===== src/rtl/src_ctrl.sv =====
// Input-side stream controller: captures one valid/ready/last frame into the local buffer
// and raises stream_ok once the final write commits. Optional length check: SRC_CTRL_LEN_CHK_EN.
module src_ctrl #(
  parameter int DW    = 32,
  parameter int AW    = 5,
  parameter int DEPTH = 32
) (
  input  logic          clk,
  input  logic          rst,
  input  logic          run,
  input  logic          src_valid,
  input  logic          src_last,
  input  logic [DW-1:0] src_data,
  output logic          src_ready,
  output logic          mem_we,
  output logic [AW-1:0] mem_a,
  output logic [DW-1:0] mem_d,
  output logic          stream_ok,
  output logic [AW:0]   beat_cnt,
  output logic          err_len,
  output logic [1:0]    dbg_state
);

  // Handshake: a beat transfers on a rising clk edge when src_valid & src_ready are both
  // high; src_ready depends only on state and run, never on src_valid.
  typedef enum logic [1:0] {IDLE, RECV, FLUSH, DONE} state_t;

  localparam logic [AW:0] LAST_IDX = (AW+1)'(DEPTH - 1);

  state_t        state_q, state_d;
  logic [AW:0]   cnt_q, cnt_d;
  logic          we_q, we_d;
  logic [AW-1:0] a_q, a_d;
  logic [DW-1:0] d_q, d_d;
  logic          accept;

  assign src_ready = run && (state_q == RECV);
  assign accept    = src_valid && src_ready;

  always_comb begin
    state_d = state_q;
    cnt_d   = cnt_q;
    we_d    = 1'b0;
    a_d     = a_q;
    d_d     = d_q;
    if (!run) begin
      // run low wins over everything, including a write about to be issued
      state_d = IDLE;
      cnt_d   = '0;
      a_d     = '0;
      d_d     = '0;
    end else begin
      case (state_q)
        IDLE: state_d = RECV;
        RECV: begin
          if (accept) begin
            we_d  = 1'b1;
            a_d   = cnt_q[AW-1:0];
            d_d   = src_data;
            cnt_d = cnt_q + 1'b1;
            if (src_last || (cnt_q == LAST_IDX)) state_d = FLUSH;
          end
        end
        FLUSH:   state_d = DONE;
        DONE:    state_d = DONE;
        default: state_d = IDLE;
      endcase
    end
  end

  always_ff @(posedge clk or posedge rst) begin
    if (rst) begin
      state_q <= IDLE;
      cnt_q   <= '0;
      we_q    <= 1'b0;
      a_q     <= '0;
      d_q     <= '0;
    end else begin
      state_q <= state_d;
      cnt_q   <= cnt_d;
      we_q    <= we_d;
      a_q     <= a_d;
      d_q     <= d_d;
    end
  end

`ifdef SRC_CTRL_LEN_CHK_EN
  logic last_q, last_d;
  logic err_q, err_d;

  always_comb begin
    last_d = last_q;
    err_d  = err_q;
    if (!run) begin
      last_d = 1'b0;
      err_d  = 1'b0;
    end else if (state_q == RECV && accept) begin
      last_d = src_last;
    end else if (state_q == FLUSH) begin
      // a good frame is exactly DEPTH beats terminated by src_last
      err_d = err_q | !(last_q && (cnt_q == (AW+1)'(DEPTH)));
    end
  end

  always_ff @(posedge clk or posedge rst) begin
    if (rst) begin
      last_q <= 1'b0;
      err_q  <= 1'b0;
    end else begin
      last_q <= last_d;
      err_q  <= err_d;
    end
  end

  assign err_len = err_q;
`else
  assign err_len = 1'b0;
`endif

  assign mem_we    = we_q;
  assign mem_a     = a_q;
  assign mem_d     = d_q;
  assign beat_cnt  = cnt_q;
  assign stream_ok = (state_q == DONE);
  assign dbg_state = state_q;

endmodule


===== config.mk =====
export PLATFORM = sky130hd
export DESIGN_NAME = src_ctrl
export DESIGN_NICKNAME = d
export VERILOG_FILES = /design/src/rtl/src_ctrl.sv
export SDC_FILE = /design/constraint.sdc
export NUM_CORES = 1
export LEC_CHECK = 0
export CAP_MARGIN = 20
export CORE_MARGIN = 1.5
export CORE_UTILIZATION = 40
export DETAILED_ROUTE_END_ITERATION = 12
export PLACE_DENSITY_LB_ADDON = 0.2
export SLEW_MARGIN = 20
export SYNTH_ARGS = -nofsm -noshare
export SYNTH_HDL_FRONTEND = slang
export SYNTH_SLANG_ARGS = --single-unit

===== constraint.sdc =====
create_clock -name clk -period 1.9 [get_ports clk]
set_clock_uncertainty 0.15 [all_clocks]
set_input_delay 0.475 -clock clk [delete_from_list [all_inputs] [get_ports clk]]
set_output_delay 0.475 -clock clk [all_outputs]
set_load 0.03 [all_outputs]

==> out/results.tsv <==
stage	metric	value	unit
setup_path	Worst EP arrival	1.17	ns
setup_path	kind of critical path	flop to primary output	
sta	RSZ-0062 raised after global routing	false	
routing	TritonRoute pass-1 iters	4	
job	Max Cap Violations	0	
routing	WL per Instance	12.4	um
yosys	Netlist Area Pre-Place	2010	um^2
sta	Final setup viols	0	
layout	Layout Nets	339	
place	Placer Congestion	0.688	
layout	area occupied by registers	1150	um^2
clock_tree	clk buf depth	2	
clock_tree	root buffer cell	clkbuf_8	
layout	area of the multi-input gates	783	um^2
yosys	Post-Syn Instances	207	
yosys	Synth cell types	26	
place	placed insts	361	
power	Peak VDD IR	0.474	mV
routing	via count	1720	
hold_path	Worst Hold Class	primary input to asynchronous set/reset pin	
setup_path	startpoint types	flop	
yosys	flip-flop and latch count after synthesis	46	
floorplan	I/O Pins	86	
power	Sw Share	23.7	%
place	HPWL Detailed	3.22	mm
setup_path	most used cell along the critical path	buf_4	
setup_path	slowest stage cell, crit path	dfrtp_1	
clock_tree	TritonCTS Buffers	5	
yosys	syn_area_per_cell	9.73	um^2
global_routing	largest net degree at the start of global routing	49	
power	pwr dens	738	nW/um^2
sta	highest clock rate	0.556	GHz
power	Power Internal	1.75	mW
sta	min cycle time layout	1.80	ns
status	status	complete, no violations	
place	input/output buffers	84	
floorplan	die height	74.0	um
routing	Final Routed Wirelength	4.57	mm
global_routing	initial antenna violation count	0	
layout	Layout area overhead	54.7	%
yosys	sequential cell area fraction in the yosys report	57.1	%
layout	fillers	412	
clock_tree	Worst-path clk slew	0.08	ns
clock_tree	H-tree depth	2	
yosys	Yosys warning total	0	
yosys	syn nets	245	
routing	# DRC	0	
layout	layout cells sized above 1	9.27	%
floorplan	row cnt	25	
power	combinational power share	16.8	%
clock_tree	Clk Latency, worst-skew pair	0.30	ns
power	Leak Pwr	1.58	nW
power	net switching power	0.546	mW
layout	Ant. Diodes	0	
setup_path	worst-path fanout max	4	
power	clock group share of total power	38.2	%
floorplan	Initial Util	42.1	%
sta	Min Hold Slack	0.367	ns
setup_path	Critical Path End Type	primary output	
setup_path	critical path data required time	1.27	ns
clock_tree	clock sinks	46	
global_routing	vias in the first global route	1698	
floorplan	CORE AREA	4790	um^2
layout	fin util	65.1	%
global_routing	gr ovfl total	0	
floorplan	total die area	5470	um^2
routing	drt via density	4.66	
power	PnR Total Power	2.30	mW
setup_path	critical path, cell by cell	buf_4 -> and3b_1 -> buf_4	
global_routing	first-pass GRT wire length	7.54	mm
routing	post-route ant nets	0	
global_routing	GRT Util Overall	18.0	%
sta	fin. max-slew vios	0	
routing	DRT iter0 DRCs	80	
sta	Final Hold Viols	0	
sta	Final Cycle Share	94.6	%
clock_tree	CTS tree	done	
layout	Final Non-Filler Cells	369	
floorplan	Die X-Extent	74.0	um
power	part of the power in registers	44.9	%
setup_path	crit-path max cell delay	0.39	ns
==> cells by family (layout without fill, tap and decap cells) <==
family                   after synthesis  count (layout)  synth area share [%]
AO/OA/AOI/OAI                         46              46                  16.8
XOR/XNOR                               1               1                 0.435
adder cells (fa/ha/maj)                1               1                 0.621
buffers and inverters                 16             111                  3.97
flip-flops                            46              46                  57.1
multiplexers                           2               2                 0.994
other                                  1               1                 0.186
AND/OR/NAND/NOR                       94              94                  19.8
==> sequential cells by signal (all words and copies together), names as in the netlist <==
| name | cells |
|---|---|
| beat_cnt | 6 |
| dbg_state | 2 |
| mem_d | 32 |
| mem_a | 5 |
| mem_we | 1 |
==> routing by layer <==
| layer | global-route usage (%) | wire length, um | vias to the layer above |
|---|---|---|---|
| met3 | 6.64 | 329 | 5 |
| met2 | 31.7 | 2280 | 49 |
| li1 | - | - | 863 |
| met4 | 6.17 | 59 | 0 |
| met1 | 20.1 | 1900 | 803 |
| met5 | 0 | 0 | - |
==> area by class of cell <==
| cell class | count | share of cell area, % |
|---|---|---|
| flip-flops and latches | 46 | 36.9 |
| repair buffers | 102 | 30.5 |
| multi-input cells | 145 | 25.1 |
| well taps | 67 | 2.69 |
| clock buffers | 6 | 2.65 |
| clock inverters | 2 | 1.93 |
| inverters | 1 | 0.120 |
==> synthesized netlist by cell type <==
library cell / count / share of area, %
nand3b_1: 1 / 0.37
clkbuf_1: 6 / 1.1
buf_4: 1 / 0.37
and2_1: 3 / 0.93
or3_1: 1 / 0.31
conb_1: 1 / 0.19
ha_1: 1 / 0.62
nand4_1: 3 / 0.93
buf_6: 1 / 0.56
dfrtp_1: 46 / 57
a21oi_1: 1 / 0.25
buf_2: 7 / 1.7
a31oi_1: 1 / 0.31
nand3_1: 1 / 0.25
o21a_1: 2 / 0.75
o21ai_1: 1 / 0.25
xnor2_1: 1 / 0.43
nor2b_1: 1 / 0.31
and3_1: 1 / 0.31
inv_1: 1 / 0.19
nand2_1: 78 / 15
mux2i_1: 2 / 0.99
a21boi_1: 41 / 15
and3b_1: 2 / 0.87
nand2b_1: 2 / 0.62
nor3b_1: 1 / 0.37
==> worst paths after layout <==
kind,start,to,slack [ns],cells after the start
worst min-delay path,rst,mem_d[11],0.37,3
worst min register to register,mem_d[12],mem_d[12],0.37,2
worst max-delay path,dbg_state[1],src_ready,0.10,3
min in group clk,mem_d[12],mem_d[12],0.37,2
worst max register to register,dbg_state[1],beat_cnt[2],0.36,5
max in group asynchronous,rst,dbg_state[0],1.01,3
==> cells in the final DEF, fill, tap and decap left out <==
cell type / n
a21boi_1: 41
a21oi_1: 1
a31oi_1: 1
and2_1: 3
and3_1: 1
and3b_1: 2
buf_12: 3
buf_4: 16
bufinv_16: 2
clkbuf_8: 6
clkdlybuf4s50_1: 35
conb_1: 1
dfrtp_1: 46
dlygate4sd2_1: 48
ha_1: 1
inv_2: 1
mux2i_1: 2
nand2_1: 78
nand2b_1: 2
nand3_1: 1
nand3b_1: 1
nand4_1: 3
nor2b_1: 1
nor3b_1: 1
o21a_1: 2
o21ai_1: 1
or3_1: 1
xnor2_1: 1
==> stage by stage <==
stage,setup WS (ns),TNS [ns],cell area [um^2]
3_5_place_dp,-0.0637,-0.201,3030
5_1_grt,0.0490,0,3120
6_report,0.102,0,3120
3_3_place_gp,-0.0672,-0.0721,3030
2_1_floorplan,0.187,0,2010
4_1_cts,0.0764,0,3120
==> power groups by stage <==
| stage | clock [mW] | sequential (mW) | combinational [mW] |
|---|---|---|---|
| floorplan | 0 | 1.13 | 0.126 |
| global placement | 0 | 1.05 | 0.420 |
| detailed placement | 0 | 1.05 | 0.421 |
| CTS | 0.908 | 1.03 | 0.395 |
| global route | 0.936 | 1.04 | 0.424 |
| finish | 0.879 | 1.03 | 0.387 |
==> critical path, delay by kind of cell (launching register included) <==
| kind | cells | cell delay [ns] |
|---|---|---|
| buffers and inverters | 2 | 0.29 |
| AND/OR/NAND/NOR | 1 | 0.20 |
| flip-flops | 1 | 0.39 |
==> what timing repair did <==
item,4_1_cts,5_1_grt
hold buffers,0,0
gates resized for setup,48,0
endpoints found under the setup margin,48,0
buffers inserted,0,0
No activity file was read; power rests on OpenSTA's default activity.
==> variant 1: new RTL, config.mk and constraints unchanged <==
Build with the macro `SRC_CTRL_LEN_CHK_EN` defined.
--- a/src/rtl/src_ctrl.sv
+++ b/src/rtl/src_ctrl.sv
@@ -2,2 +2,4 @@
 // and raises stream_ok once the final write commits. Optional length check: SRC_CTRL_LEN_CHK_EN.
+`define SRC_CTRL_LEN_CHK_EN
+
 module src_ctrl #(
Function: changed (a bounded check fails within 4 cycles, from zero or initial values and one cycle with rst high).
==> variant 1 against the original RTL <==
  * Sequential cell count grew 2
  * Final cell count grew 5.1%
  * Clock power shrank 18%
  * Wire length grew 6.0%
  * Sequential power grew 5%
  * Synthesized area shrank 0.43%
  * Total power shrank 4.3%
  * First-iteration DRC count grew 34%
  * Final area grew 1.2%
  * Setup slack lost 0.065 ns
  * Largest power group unchanged
  * Core utilization grew 0.78 points
==> variant 1: results (changes against the original RTL) <==
| Metric | Value |
|---|---|
| Slowest stage delay, CP | 0.47 ns (was 0.39 ns) |
| Fraction of area in multi-input gates | 22.7% (was 25.1%) |
| Met2 layer wire length in the routed design | 2.20 mm (was 2.28 mm) |
| Tap cells | 67 (unchanged) |
| Non-clk bufs | 106 (was 102) |
| Clock distribution area overhead in the final layout | 3.53% (was 4.58%) |
| Outcome | complete, no violations (unchanged) |
| Signal buffers share of area | 32.3% (was 30.5%) |
| Sequential fraction of the synthesis area | 59.9% (was 57.1%) |
| Fraction of final layout cells with drive strength greater than 1 | 10.3% (was 9.27%) |
| Fill cell count | 424 (was 412) |
| Net switching power of the design | 574 µW (was 546 µW) |
| Combinational gate power | 400 µW (was 387 µW) |
| CP Data Arrival Time | 1.24 ns (was 1.17 ns) |
| Post-detailed-route wirelength per cell | 12.5 µm (was 12.4 µm) |
| Net Count, Synth | 260 (was 245) |
| Post-synthesis register bit count | 48 (was 46) |
| Input/output buffers | 85 (was 84) |
| Leakage component of the power | 0.00157 µW (was 0.00158 µW) |
| Pin count of the biggest net entering global routing | 46 (was 49) |
| Total number of nets in the final design | 359 (was 339) |
| Per-cell via count in the routed design | 4.86 (was 4.66) |
| Global routing usage on met2 | 28.8% (was 31.7%) |
| Multi-Input Combinational | 153 (was 145) |
| Via count of the first global-routing pass | 1711 (was 1698) |
| Routed met3 length | 400 µm (was 329 µm) |
| Detail Placement HPWL | 3.41 mm (was 3.22 mm) |
| Met1 GRT Util | 25.7% (was 20.1%) |
| Global-route met3 utilization | 6.58% (was 6.64%) |
| Cell types with the highest counts after synthesis | sky130_fd_sc_hd__nand2_1 (82), sky130_fd_sc_hd__dfrtp_1 (48), sky130_fd_sc_hd__a21oi_1 (44) (was sky130_fd_sc_hd__nand2_1 (78), sky130_fd_sc_hd__dfrtp_1 (46), sky130_fd_sc_hd__a21boi_1 (41)) |
| Routability-driven placement congestion ratio | 0.775 (was 0.688) |
| Overall track demand over capacity in global routing | 18.9% (was 18.0%) |
| Slowest cell on the critical path | sky130_fd_sc_hd__clkdlybuf4s50_1 (was sky130_fd_sc_hd__dfrtp_1) |
| Iter 0 DRT Violations | 107 (was 80) |
| Top post-synthesis cells by area | sky130_fd_sc_hd__dfrtp_1 (60%), sky130_fd_sc_hd__nand2_1 (15%), sky130_fd_sc_hd__a21oi_1 (11%), sky130_fd_sc_hd__buf_2 (2.5%), sky130_fd_sc_hd__ha_1 (1.2%) (was sky130_fd_sc_hd__dfrtp_1 (57%), sky130_fd_sc_hd__a21boi_1 (15%), sky130_fd_sc_hd__nand2_1 (15%), sky130_fd_sc_hd__buf_2 (1.7%), sky130_fd_sc_hd__clkbuf_1 (1.1%)) |
| Area post-placement | 3110 µm² (was 3030 µm²) |
| Xor-xnor portion of the synthesized cell area | 0% (was 0.435%) |
| Wire length of the first global-routing pass | 7.94 mm (was 7.54 mm) |
| Largest delay share family, worst path | buffers and inverters (was flip-flops) |
variant 1: changes by cell type after synthesis, sizes merged, moves of 2 or more:
cell / change
nand2: +4
inv: +5
nand3: +2
and2: -2
a21oi: +43
a21boi: -41
clkbuf: -2
dfrtp: +2
and3: +2
variant 1: final timing paths:
path	end	cells past startpoint	start	slack, ns
min reg2reg	err_len	1	err_len	0.35
max reg2reg	mem_a[0]	6	dbg_state[0]	0.33
min	mem_d[27]	2	rst	0.28
min in group clk	err_len	1	err_len	0.35
max	src_ready	3	run	0.04
max in group asynchronous	mem_d[11]	3	rst	0.92
variant 1: per-stage QoR:
step	utilization (%)	instances	hold WS [ns]	TNS, ns	setup WS, ns
finish	65.9	388	0.282	0	0.0371
global route	65.9	388	0.305	0	0.00440
CTS	66.0	388	0.282	0	0.0172
detailed placement	64.9	380	0.344	-0.446	-0.0812
global placement	64.9	380	0.322	-0.123	-0.0649
floorplan	-	221	0.345	0	0.131
==> variant 2: new RTL, config.mk and constraints unchanged <==
Without the edit above. Register the output `dbg_state` once more, without a reset; this adds one clock of latency there. The other outputs are not delayed to match.
--- a/src/rtl/src_ctrl.sv
+++ b/src/rtl/src_ctrl.sv
@@ -124,3 +124,5 @@
   assign stream_ok = (state_q == DONE);
-  assign dbg_state = state_q;
+  always_ff @(posedge clk) begin
+    dbg_state <= state_q;
+  end
 
Formal check against the unedited RTL: not equivalent (a bounded check fails within 4 cycles, from zero or initial values and one cycle with rst high).
==> variant 2 against the original RTL <==
  * Final area fell by 1.7%
  * Critical path type unchanged
  * Wire length is 4.4% higher
  * Highest routed layer unchanged
  * Core utilization down 1.9 points
  * Hold slack got worse by 0.024 ns
  * Global-route usage rose by 0.56 points
  * Sequential power increased by 5%
  * First-iteration DRC count fell by 11%
  * Sequential cell count increased by 2
  * Clock power shrank 30%
  * Total power down 10%
  * Synthesized area is 2.0% higher
  * Setup slack improved by 0.0064 ns
==> variant 2: results (changes against the original RTL) <==
| Metric | Value |
|---|---|
| Detail Placement HPWL | 3.33 mm (was 3.22 mm) |
| Via count of the first global-routing pass | 1780 (was 1698) |
| Switching part of the total power | 26.3% (was 23.7%) |
| Max VDD drop | 0.434 mV (was 0.474 mV) |
| Core Footprint | 4850 µm² (was 4790 µm²) |
| Wirelength, routed | 4.77 mm (was 4.57 mm) |
| Sequential fraction of the synthesis area | 58.0% (was 57.1%) |
| Gate power share | 18.2% (was 16.8%) |
| Total number of nets in the final design | 338 (was 339) |
| Wire length of the first global-routing pass | 7.87 mm (was 7.54 mm) |
| Number of cells traversed by the worst register-to-register path | 4 (was 5) |
| Worst setup slack after placement | -0.0934 ns (was -0.0637 ns) |
| CP Max Fanout | 5 (was 4) |
| Routability-driven placement congestion ratio | 0.717 (was 0.688) |
| R2r startpoint | state_q[1] (was dbg_state[1]) |
| Skew-Pair Late Insertion Delay | 0.29 ns |
| Number of library cell types mapped by synthesis | 27 (was 26) |
| Top post-synthesis cells by area | sky130_fd_sc_hd__dfrtp_1 (56%), sky130_fd_sc_hd__a21boi_1 (15%), sky130_fd_sc_hd__nand2_1 (14%), sky130_fd_sc_hd__dfxtp_1 (1.9%), sky130_fd_sc_hd__buf_2 (1.7%) (was sky130_fd_sc_hd__dfrtp_1 (57%), sky130_fd_sc_hd__a21boi_1 (15%), sky130_fd_sc_hd__nand2_1 (15%), sky130_fd_sc_hd__buf_2 (1.7%), sky130_fd_sc_hd__clkbuf_1 (1.1%)) |
| Leftover overflow at the end of global routing | 0 (unchanged) |
| Net Count, Synth | 247 (was 245) |
| Leading register cell type out of synthesis | sky130_fd_sc_hd__dfrtp_1 (unchanged) |
| Fraction of final layout cells with drive strength greater than 1 | 7.64% (was 9.27%) |
| Leakage component of the power | 0.00156 µW (was 0.00158 µW) |
| Outcome | complete, no violations (unchanged) |
| Reg-to-reg endpoint | beat_cnt[3] (was beat_cnt[2]) |
| Part of the total power dissipated in sequential elements | 52.0% (was 44.9%) |
| Overall track demand over capacity in global routing | 18.6% (was 18.0%) |
| Tightest Hold Check Type | flop to flop (was input port to asynchronous set/reset pin) |
| Iter 0 DRT Violations | 71 (was 80) |
| DR vias | 1747 (was 1720) |
| Post-cts gate resize count | 48 (unchanged) |
[variant 2: final cells by class]
type | instances | area [µm²]
fill | 463 | 1790
clock buffer | 8 | 90.1
inverter | 1 | 3.75
tap | 67 | 83.8
sequential | 48 | 1190
multi-input combinational | 145 | 783
timing repair buffer | 99 | 911
[variant 2: per-layer routing]
layer	track usage, %	up-vias	routed length, µm
met5	0	-	0
met2	33.8	56	2410
met3	6.29	7	341
li1	-	857	-
met1	20.4	827	1960
met4	6.06	0	61
[variant 2: worst max-delay path, delay by kind of cell, from the launching register on]
kind / cells / cell delay, ns
DFF: 1 / 0.38
buffers and inverters: 2 / 0.27
and+or+nand+nor: 1 / 0.23
[variant 2: through the flow]
stage | total power, µW | area (µm²) | hold slack, ns | std cells | TNS (ns)
floorplan | 1310 | 2050 | 0.249 | 209 | 0
global placement | 1510 | 3030 | 0.325 | 360 | -0.249
detailed placement | 1510 | 3030 | 0.324 | 360 | -0.666
CTS | 2110 | 3060 | 0.343 | 368 | 0
global route | 2170 | 3060 | 0.368 | 368 | 0
finish | 2070 | 3060 | 0.343 | 368 | 0
[variant 2: kinds of logic after synthesis]
logic type	share of synthesized area, %
compound gates	16.5
xor+xnor	0.426
fa+ha+maj	0.609
buf+inv	3.90
flops	58.0
mux	0.974
other cells	0.183
simple gates	19.4
[variant 2: worst max path at each step]
| stage | startpoint | endpoint | slack, ns | cells past startpoint |
|---|---|---|---|---|
| 2_1_floorplan | rst | beat_cnt[0] | 0.19 | 1 |
| 3_3_place_gp | src_valid | beat_cnt[4] | -0.03 | 5 |
| 3_5_place_dp | src_valid | beat_cnt[3] | -0.09 | 4 |
| 4_1_cts | dbg_state[1] | dbg_state[1] | 0.004 | 1 |
| 5_1_grt | state_q[1] | stream_ok | 0.05 | 2 |
| 6_report | state_q[1] | src_ready | 0.11 | 3 |
